`config.mk`:
```
export PLATFORM = sky130hd
export DESIGN_NAME = u409_cia_cycle
export DESIGN_NICKNAME = d
export VERILOG_FILES = /design/src/rtl/u409_cia_pkg.sv /design/src/rtl/u409_eclk_gen.sv /design/src/rtl/u409_cia_cycle.sv
export SDC_FILE = /design/constraint.sdc
export NUM_CORES = 1
export LEC_CHECK = 0
export CAP_MARGIN = 20
export CORE_UTILIZATION = 40
export CTS_CLUSTER_DIAMETER = 100
export DETAILED_ROUTE_END_ITERATION = 8
export DONT_BUFFER_PORTS = 1
export GPL_TIMING_DRIVEN = 0
export PLACE_DENSITY_LB_ADDON = 0.12
export SETUP_SLACK_MARGIN = 0.02
export SLEW_MARGIN = 20
export SYNTH_ARGS = -nofsm -noshare
export SYNTH_HDL_FRONTEND = slang
export SYNTH_SLANG_ARGS = --single-unit
```
`constraint.sdc`:
```
create_clock -name CLK40 -period 3.3 [get_ports CLK40]
set_clock_uncertainty 0.15 [all_clocks]
set_input_delay 0.66 -clock CLK40 [delete_from_list [all_inputs] [get_ports CLK40]]
set_output_delay 0.66 -clock CLK40 [all_outputs]
set_load 0.1 [all_outputs]
```
`src/rtl/u409_cia_pkg.sv`:
```
// Shared types and defaults for the CIA bus-cycle controller and its E clock generator.
package u409_cia_pkg;

  // Default E clock timing, in CLK40 cycles
  localparam int E_DIV_DEF   = 56;
  localparam int E_HIGH_DEF  = 22;
  localparam int RD_LEAD_DEF = 1;

  // Width of a counter spanning 0..div-1 (never narrower than one bit)
  function automatic int ecnt_width(input int div);
    return (div > 1) ? $clog2(div) : 1;
  endfunction

  localparam int ECNT_W = ecnt_width(E_DIV_DEF);

  // Bus-cycle controller states
  typedef enum logic [1:0] {
    IDLE   = 2'd0,
    SYNC   = 2'd1,
    ACTIVE = 2'd2,
    TERM   = 2'd3
  } cia_state_e;

endpackage

```
`src/rtl/u409_eclk_gen.sv`:
```
// Free-running E clock generator: phase counter, registered ECLK and the last-phase strobe.
// Kept separate so VPA-style autovector timing can share the same E phase later.
module u409_eclk_gen
  import u409_cia_pkg::*;
#(
  parameter int E_DIV  = E_DIV_DEF,
  parameter int E_HIGH = E_HIGH_DEF,
  localparam int CW    = ecnt_width(E_DIV)
) (
  input  logic          i_clk,
  input  logic          i_srst,
  output logic [CW-1:0] o_ecnt,
  output logic          o_eclk,
  output logic          o_e_last
);

  localparam logic [CW-1:0] LAST     = CW'(E_DIV - 1);
  localparam logic [CW-1:0] HI_START = CW'(E_DIV - E_HIGH);

  logic [CW-1:0] r_ecnt;
  logic          r_eclk;
  logic [CW-1:0] w_ecnt_next;
  logic          w_e_last;

  assign w_e_last    = (r_ecnt == LAST);
  assign w_ecnt_next = w_e_last ? '0 : r_ecnt + CW'(1);

  // Advance the phase counter; ECLK is decoded from the next count so it lines up with ECNT
  always_ff @(posedge i_clk) begin
    if (i_srst) begin
      r_ecnt <= '0;
      r_eclk <= 1'b0;
    end else begin
      r_ecnt <= w_ecnt_next;
      r_eclk <= (w_ecnt_next >= HI_START);
    end
  end

  assign o_ecnt   = r_ecnt;
  assign o_eclk   = r_eclk;
  assign o_e_last = w_e_last;

endmodule

```
`src/rtl/u409_cia_cycle.sv`:
```
// 6800-style synchronous bus cycle sequencer for the two 8520 CIAs on behalf of the 68040.
// A qualified TSn is synchronised to the E phase; the CIA window is one full E period
// starting at the E falling edge, followed by a one-clock TACKn.
module u409_cia_cycle
  import u409_cia_pkg::*;
#(
  parameter int E_DIV   = E_DIV_DEF,
  parameter int E_HIGH  = E_HIGH_DEF,
  parameter int RD_LEAD = RD_LEAD_DEF
) (
  input  logic CLK40,
  input  logic RESET,
  input  logic TSn,
  input  logic CIA_SPACE,
  input  logic RnW,
  output logic ECLK,
  output logic CIA_ENABLE,
  output logic CIA_RnW,
  output logic RD_LATCH,
  output logic TACKn,
  output logic BUSY
);

  localparam int CW = ecnt_width(E_DIV);
  // ECNT one clock before the read strobe, since the strobe is registered
  localparam logic [CW-1:0] RD_PRE = CW'(E_DIV - 2 - RD_LEAD);

  logic [CW-1:0] w_ecnt;
  logic          w_e_last;

  cia_state_e r_state;
  cia_state_e w_state_next;
  logic       r_cia_enable, w_cia_enable_next;
  logic       r_cia_rnw,    w_cia_rnw_next;
  logic       r_rd_latch,   w_rd_latch_next;
  logic       r_tackn,      w_tackn_next;
  logic       r_busy,       w_busy_next;

  u409_eclk_gen #(
    .E_DIV  (E_DIV),
    .E_HIGH (E_HIGH)
  ) u_eclk_gen (
    .i_clk    (CLK40),
    .i_srst   (RESET),
    .o_ecnt   (w_ecnt),
    .o_eclk   (ECLK),
    .o_e_last (w_e_last)
  );

  // Next state and next output values; outputs are decoded from the next state so they register in step with it
  always_comb begin
    w_state_next = r_state;
    unique case (r_state)
      IDLE:    if (!TSn && CIA_SPACE) w_state_next = SYNC;
      SYNC:    if (w_e_last)          w_state_next = ACTIVE;
      ACTIVE:  if (w_e_last)          w_state_next = TERM;
      TERM:                           w_state_next = IDLE;
      default:                        w_state_next = IDLE;
    endcase

    w_cia_enable_next = (w_state_next == ACTIVE);
    w_tackn_next      = (w_state_next != TERM);
    w_busy_next       = (w_state_next != IDLE);
    w_rd_latch_next   = (r_state == ACTIVE) && r_cia_rnw && (w_ecnt == RD_PRE);

    // R/W is captured on the way out of IDLE, held through TERM, and parks at read when idle
    if (w_state_next == IDLE) begin
      w_cia_rnw_next = 1'b1;
    end else if (r_state == IDLE) begin
      w_cia_rnw_next = RnW;
    end else begin
      w_cia_rnw_next = r_cia_rnw;
    end
  end

  // State and output registers; reset aborts any cycle in progress without an acknowledge
  always_ff @(posedge CLK40) begin
    if (RESET) begin
      r_state      <= IDLE;
      r_cia_enable <= 1'b0;
      r_cia_rnw    <= 1'b1;
      r_rd_latch   <= 1'b0;
      r_tackn      <= 1'b1;
      r_busy       <= 1'b0;
    end else begin
      r_state      <= w_state_next;
      r_cia_enable <= w_cia_enable_next;
      r_cia_rnw    <= w_cia_rnw_next;
      r_rd_latch   <= w_rd_latch_next;
      r_tackn      <= w_tackn_next;
      r_busy       <= w_busy_next;
    end
  end

  assign CIA_ENABLE = r_cia_enable;
  assign CIA_RnW    = r_cia_rnw;
  assign RD_LATCH   = r_rd_latch;
  assign TACKn      = r_tackn;
  assign BUSY       = r_busy;

endmodule

```
# Yosys cells after proc, flatten, opt, wreduce, memory -nomap -nowiden
# Cells that the tools add are included.
[totals]
regBits = 14
latchBits = 0
ram_bits = 0
rom_bits = 0
output_inout_bits = 6
wordCells = 30
n_memories = 0
[op_classes]
add_sub_neg = 1
n_mul = 0
div = 0
n_lt_le_gt_ge = 1
eq_ne = 7
n_shift = 0
n_mux = 5
n_bitwise = 0
n_reduce_logical = 8
[op_table]
columns = ["operator", "count"]
rows = [
  ["$eq A6 B6 Y1 const B", 2],
  ["$pmux W2 S4", 1],
  ["$add A6 B1 Y6 const B", 1],
  ["$eq A2 B2 Y1 const B", 3],
  ["$ge A6 B6 Y1 const B", 1],
  ["$mux W2", 3],
  ["$mux W6", 1],
  ["$logic_not A2 Y1", 2],
  ["$logic_and A1 B1 Y1", 3],
  ["$eq A2 B1 Y1 const B", 1],
  ["$ne A2 B2 Y1 const B", 1],
  ["$reduce_bool A2 Y1", 1],
  ["$reduce_or A2 Y1", 1],
  ["$logic_not A1 Y1", 1],
]

# Longest topological paths before layout
[logic_depth]
ltp_word = 6
depth_mapped = 5
ltp_nobuf = 4

# By module
# Synthesis repeated with hierarchy kept, for this count alone.
[unflattened]
cells_unflattened = 64
area_unflattened_um2 = 634.4
[by_module_without_submodules]
columns = ["module", "n_inst", "cells_per_inst", "area_each_um2"]
rows = [
  ["u409_eclk_gen", 1, 37, 351.6],
  ["u409_cia_cycle", 1, 27, 282.8],
]

# Least setup slack after synthesis
# Ideal clock, no wire load.
[synth_path]
path_kind = "register to output"
start = "reg r_cia_rnw (netlist: CIA_RnW)"
end = "out CIA_RnW"
arrival_time_ns = 0.935
required_time_ns = 2.490
setup_slack_ns = 1.555
stages_incl_launch_ff = 1
path_buffers = 0
cell_sequence = "dfxtp_1"
[synth_lines]
columns = ["element", "line_no", "source"]
rows = [
  ["from (decl)", "u409_cia_cycle.sv:34", "logic r_cia_rnw, w_cia_rnw_next;"],
  ["from (signal assigned)", "u409_cia_cycle.sv:88", "r_cia_rnw <= w_cia_rnw_next;"],
  ["to (decl)", "u409_cia_cycle.sv:18", "output logic CIA_RnW,"],
]
# No word-level cell between the ends.

# Worst setup path after layout
[layout_path]
start = "reg r_cia_rnw (netlist: CIA_RnW)"
end = "out CIA_RnW"
# No word-level cell between the ends.

==> results.yml <==
die:
  rows: 13
  start_util_pct: 44.6
  core_um2: 1330
  die_y_um: 40.5
  die_area_um2: 1640
  die_x_um: 40.5
  ios: 11
timing:
  rsz0062_at_grt: "no"
  worstMarginPinSlew_ps: 998
  tns_ps: 0
  period_minus_slack_ps: 2070
  timing.final.max_slew_violations: 0
  fin_crit_sh_pct: 62.7
  slew_headroom_pct: 33.4
  max_freq_ghz: 0.483
  setup_viol: 0
  hold_viol: 0
cells_and_area:
  drive_gt1_share_pct: 13.8
  final_nets: 73
  final_cell_mix: "dfxtp_1, nor2_1, nand3_1, nor3_1"
  stdcell_area_um2: 649
  stdcell_count: 80
  antennaDiodeCount: 0
  syn2layout_area_growth_pct: 9.26
  final_common_cell: "dfxtp_1"
pwr:
  clkPwrFrac_pct: 36.1
  p_total_uw: 332
  p_int_uw: 251
  p_sw_share_pct: 24.2
  peakVddDrop_mv: 0.187
  switchingPower_uw: 80.4
  p_per_area_nw_per_um2: 511
  power_leakage_uw: 0.000233
  power_frac_seq_pct: 57.5
  p_comb_share_pct: 6.4
global_routing:
  gr-usage-all-layers_pct: 13.9
  grt_pass1_vias: 350
  grt_max_degree: 11
  antenna_found_initial: 0
  grt_pass1_wl_mm: 1.44
  grt_overflow_total: 0
detailed_routing:
  drtIter0Drc: 1
  vias: 439
  wl_per_cell_um: 11.7
  vias_per_cell: 5.49
  drt-total-wl_um: 935
  ant_nets: 0
  first_pass_iters: 4
  drc_errors: 0
logic_synthesis:
  syn_avg_cell_area_um2: 9.74
  yosysWarnings: 0
  ys_seq_area_share_pct: 47.2
  synth_cell_types: 28
  synth_cells: 61
  synth_fa_ha_area_share_pct: 4.21
  syn_area_um2: 594
  synth_mux_area_share_pct: 1.68
  synth_xor_area_share_pct: 5.89
  synth_top_family_by_area: "simple AND/OR/NAND/NOR gates"
  ys_ff_latch: 14
  synthSimpleGateAreaFrac_pct: 26.7
  syn_nets: 68
  synth_compound_area_share_pct: 9.26
clock_tree:
  cts-resized-gates: 0
  clock_latency_ps: 270
  cts.path.max_buffers: 2
  cts_hold_buf: 0
  cts_setup_buffers: 0
  cts_buffers: 3
  htree_num_levels: 1
  clk_pin_slew_worst_paths_ps: 80
  clockRootBuffer: "clkbuf_4"
  cts_tree: "done"
  clkSinkCount: 14
run:
  maxCapViolCount: 0
placed_design:
  place_area_um2: 613
  routabilityCongestion: 0.644
  dpl.hpwl_um: 693
  port_buffers: 0
  dp_cells: 76
critical_path:
  worstPathArrival_ps: 1260
  cp-start-kind: "register"
  timing.critical_path.to: "CIA_RnW"
  crit_type: "register to output port"
  r2r_setup_slack_ps: 1680
  worstPathRequired_ps: 2490
  path_max_fanout: 3
  r2r-start: "u_eclk_gen.o_ecnt[0]$_SDFF_PP0_"
  startpoint: "CIA_RnW$_SDFFE_PP1N_"
  rr_endpoint: "r_state[0]$_SDFF_PP0_"
  reg2reg_depth: 5
  cp-end-kind: "output port"
  cp.depth: 0
status:
  status: "completed"
min_path:
  min_from: "RnW"
  hold_class: "input port to register"
## power by group through the flow
stage / clock [µW] / sequential [µW] / combinational [µW]
detailed placement: 0 / 195 / 21.6
global route: 133 / 192 / 24.0
global placement: 0 / 194 / 21.1
finish: 120 / 191 / 21.3
CTS: 125 / 191 / 21.7
floorplan: 0 / 193 / 18.0
## through the flow
step | setup slack (ps) | utilization (%) | hold WS, ps
final | 1230 | 48.7 | 360
after global routing | 1190 | 48.7 | 355
after CTS | 1210 | 48.7 | 354
after detailed placement | 1530 | 46.0 | 388
after global placement | 1530 | 46.0 | 374
after floorplan | 1550 | - | 333
## cells in the mapped netlist (all sizes together)
cell	n	area share, %
a2111oi	1	2.5
a21boi	1	1.3
a21oi	3	3.2
and2	1	1.1
and3	1	1.1
and3b	1	1.5
and4	1	1.5
buf	2	3.8
clkbuf	1	0.63
dfxtp	14	47
ha	2	4.2
inv	1	0.63
mux2i	1	1.7
nand2	3	1.9
nand2b	2	2.1
nand3	5	5.1
nand3b	1	1.3
nand4	2	2.1
nor2	6	3.8
nor2b	1	1.1
nor3	4	3.4
o21ai	1	0.84
o311ai	1	1.5
or2	1	1.1
xnor2	1	1.5
xor2	3	4.4
## cell families after synthesis
kind of cell,after synthesis
and+or+nand+nor,29
DFF,14
AOI/OAI and AO/OA,7
xor gates and xnor gates,4
buffers and inverters,4
adders and majority gates,2
muxes,1
## routing by layer
layer  global-route usage (%)  up-vias  part of all wire [%]
li1                         -      220                     -
met1                     16.0      208                    49
met2                     21.0        9                    46
met3                     6.67        2                   4.0
met4                     7.50        0                  0.75
met5                        0        -                     0
## registers in the layout, indices dropped and copies added, names as in the netlist
signal,cells
BUSY,1
CIA_ENABLE,1
CIA_RnW,1
RD_LATCH,1
TACKn,1
r_state,2
u_eclk_gen.o_eclk,1
u_eclk_gen.o_ecnt,6
## cell type report
class / count / area (µm²)
inverter: 1 / 3.75
clock buffer: 4 / 36.3
fill: 146 / 684
tap: 15 / 18.8
sequential: 14 / 280
buffer: 3 / 26.3
multi-input combinational: 43 / 284
## worst min-delay path by stage
stage | to | slack (ps) | cells after the start
after CTS | CIA_RnW$_SDFFE_PP1N_ | 350 | 2
final | CIA_RnW$_SDFFE_PP1N_ | 360 | 2
after global routing | CIA_RnW$_SDFFE_PP1N_ | 360 | 2
after floorplan | RD_LATCH$_SDFF_PP0_ | 330 | 2
after detailed placement | u_eclk_gen.o_ecnt[0]$_SDFF_PP0_ | 390 | 1
after global placement | u_eclk_gen.o_ecnt[0]$_SDFF_PP0_ | 370 | 1
(Power assumes the default switching activity.)
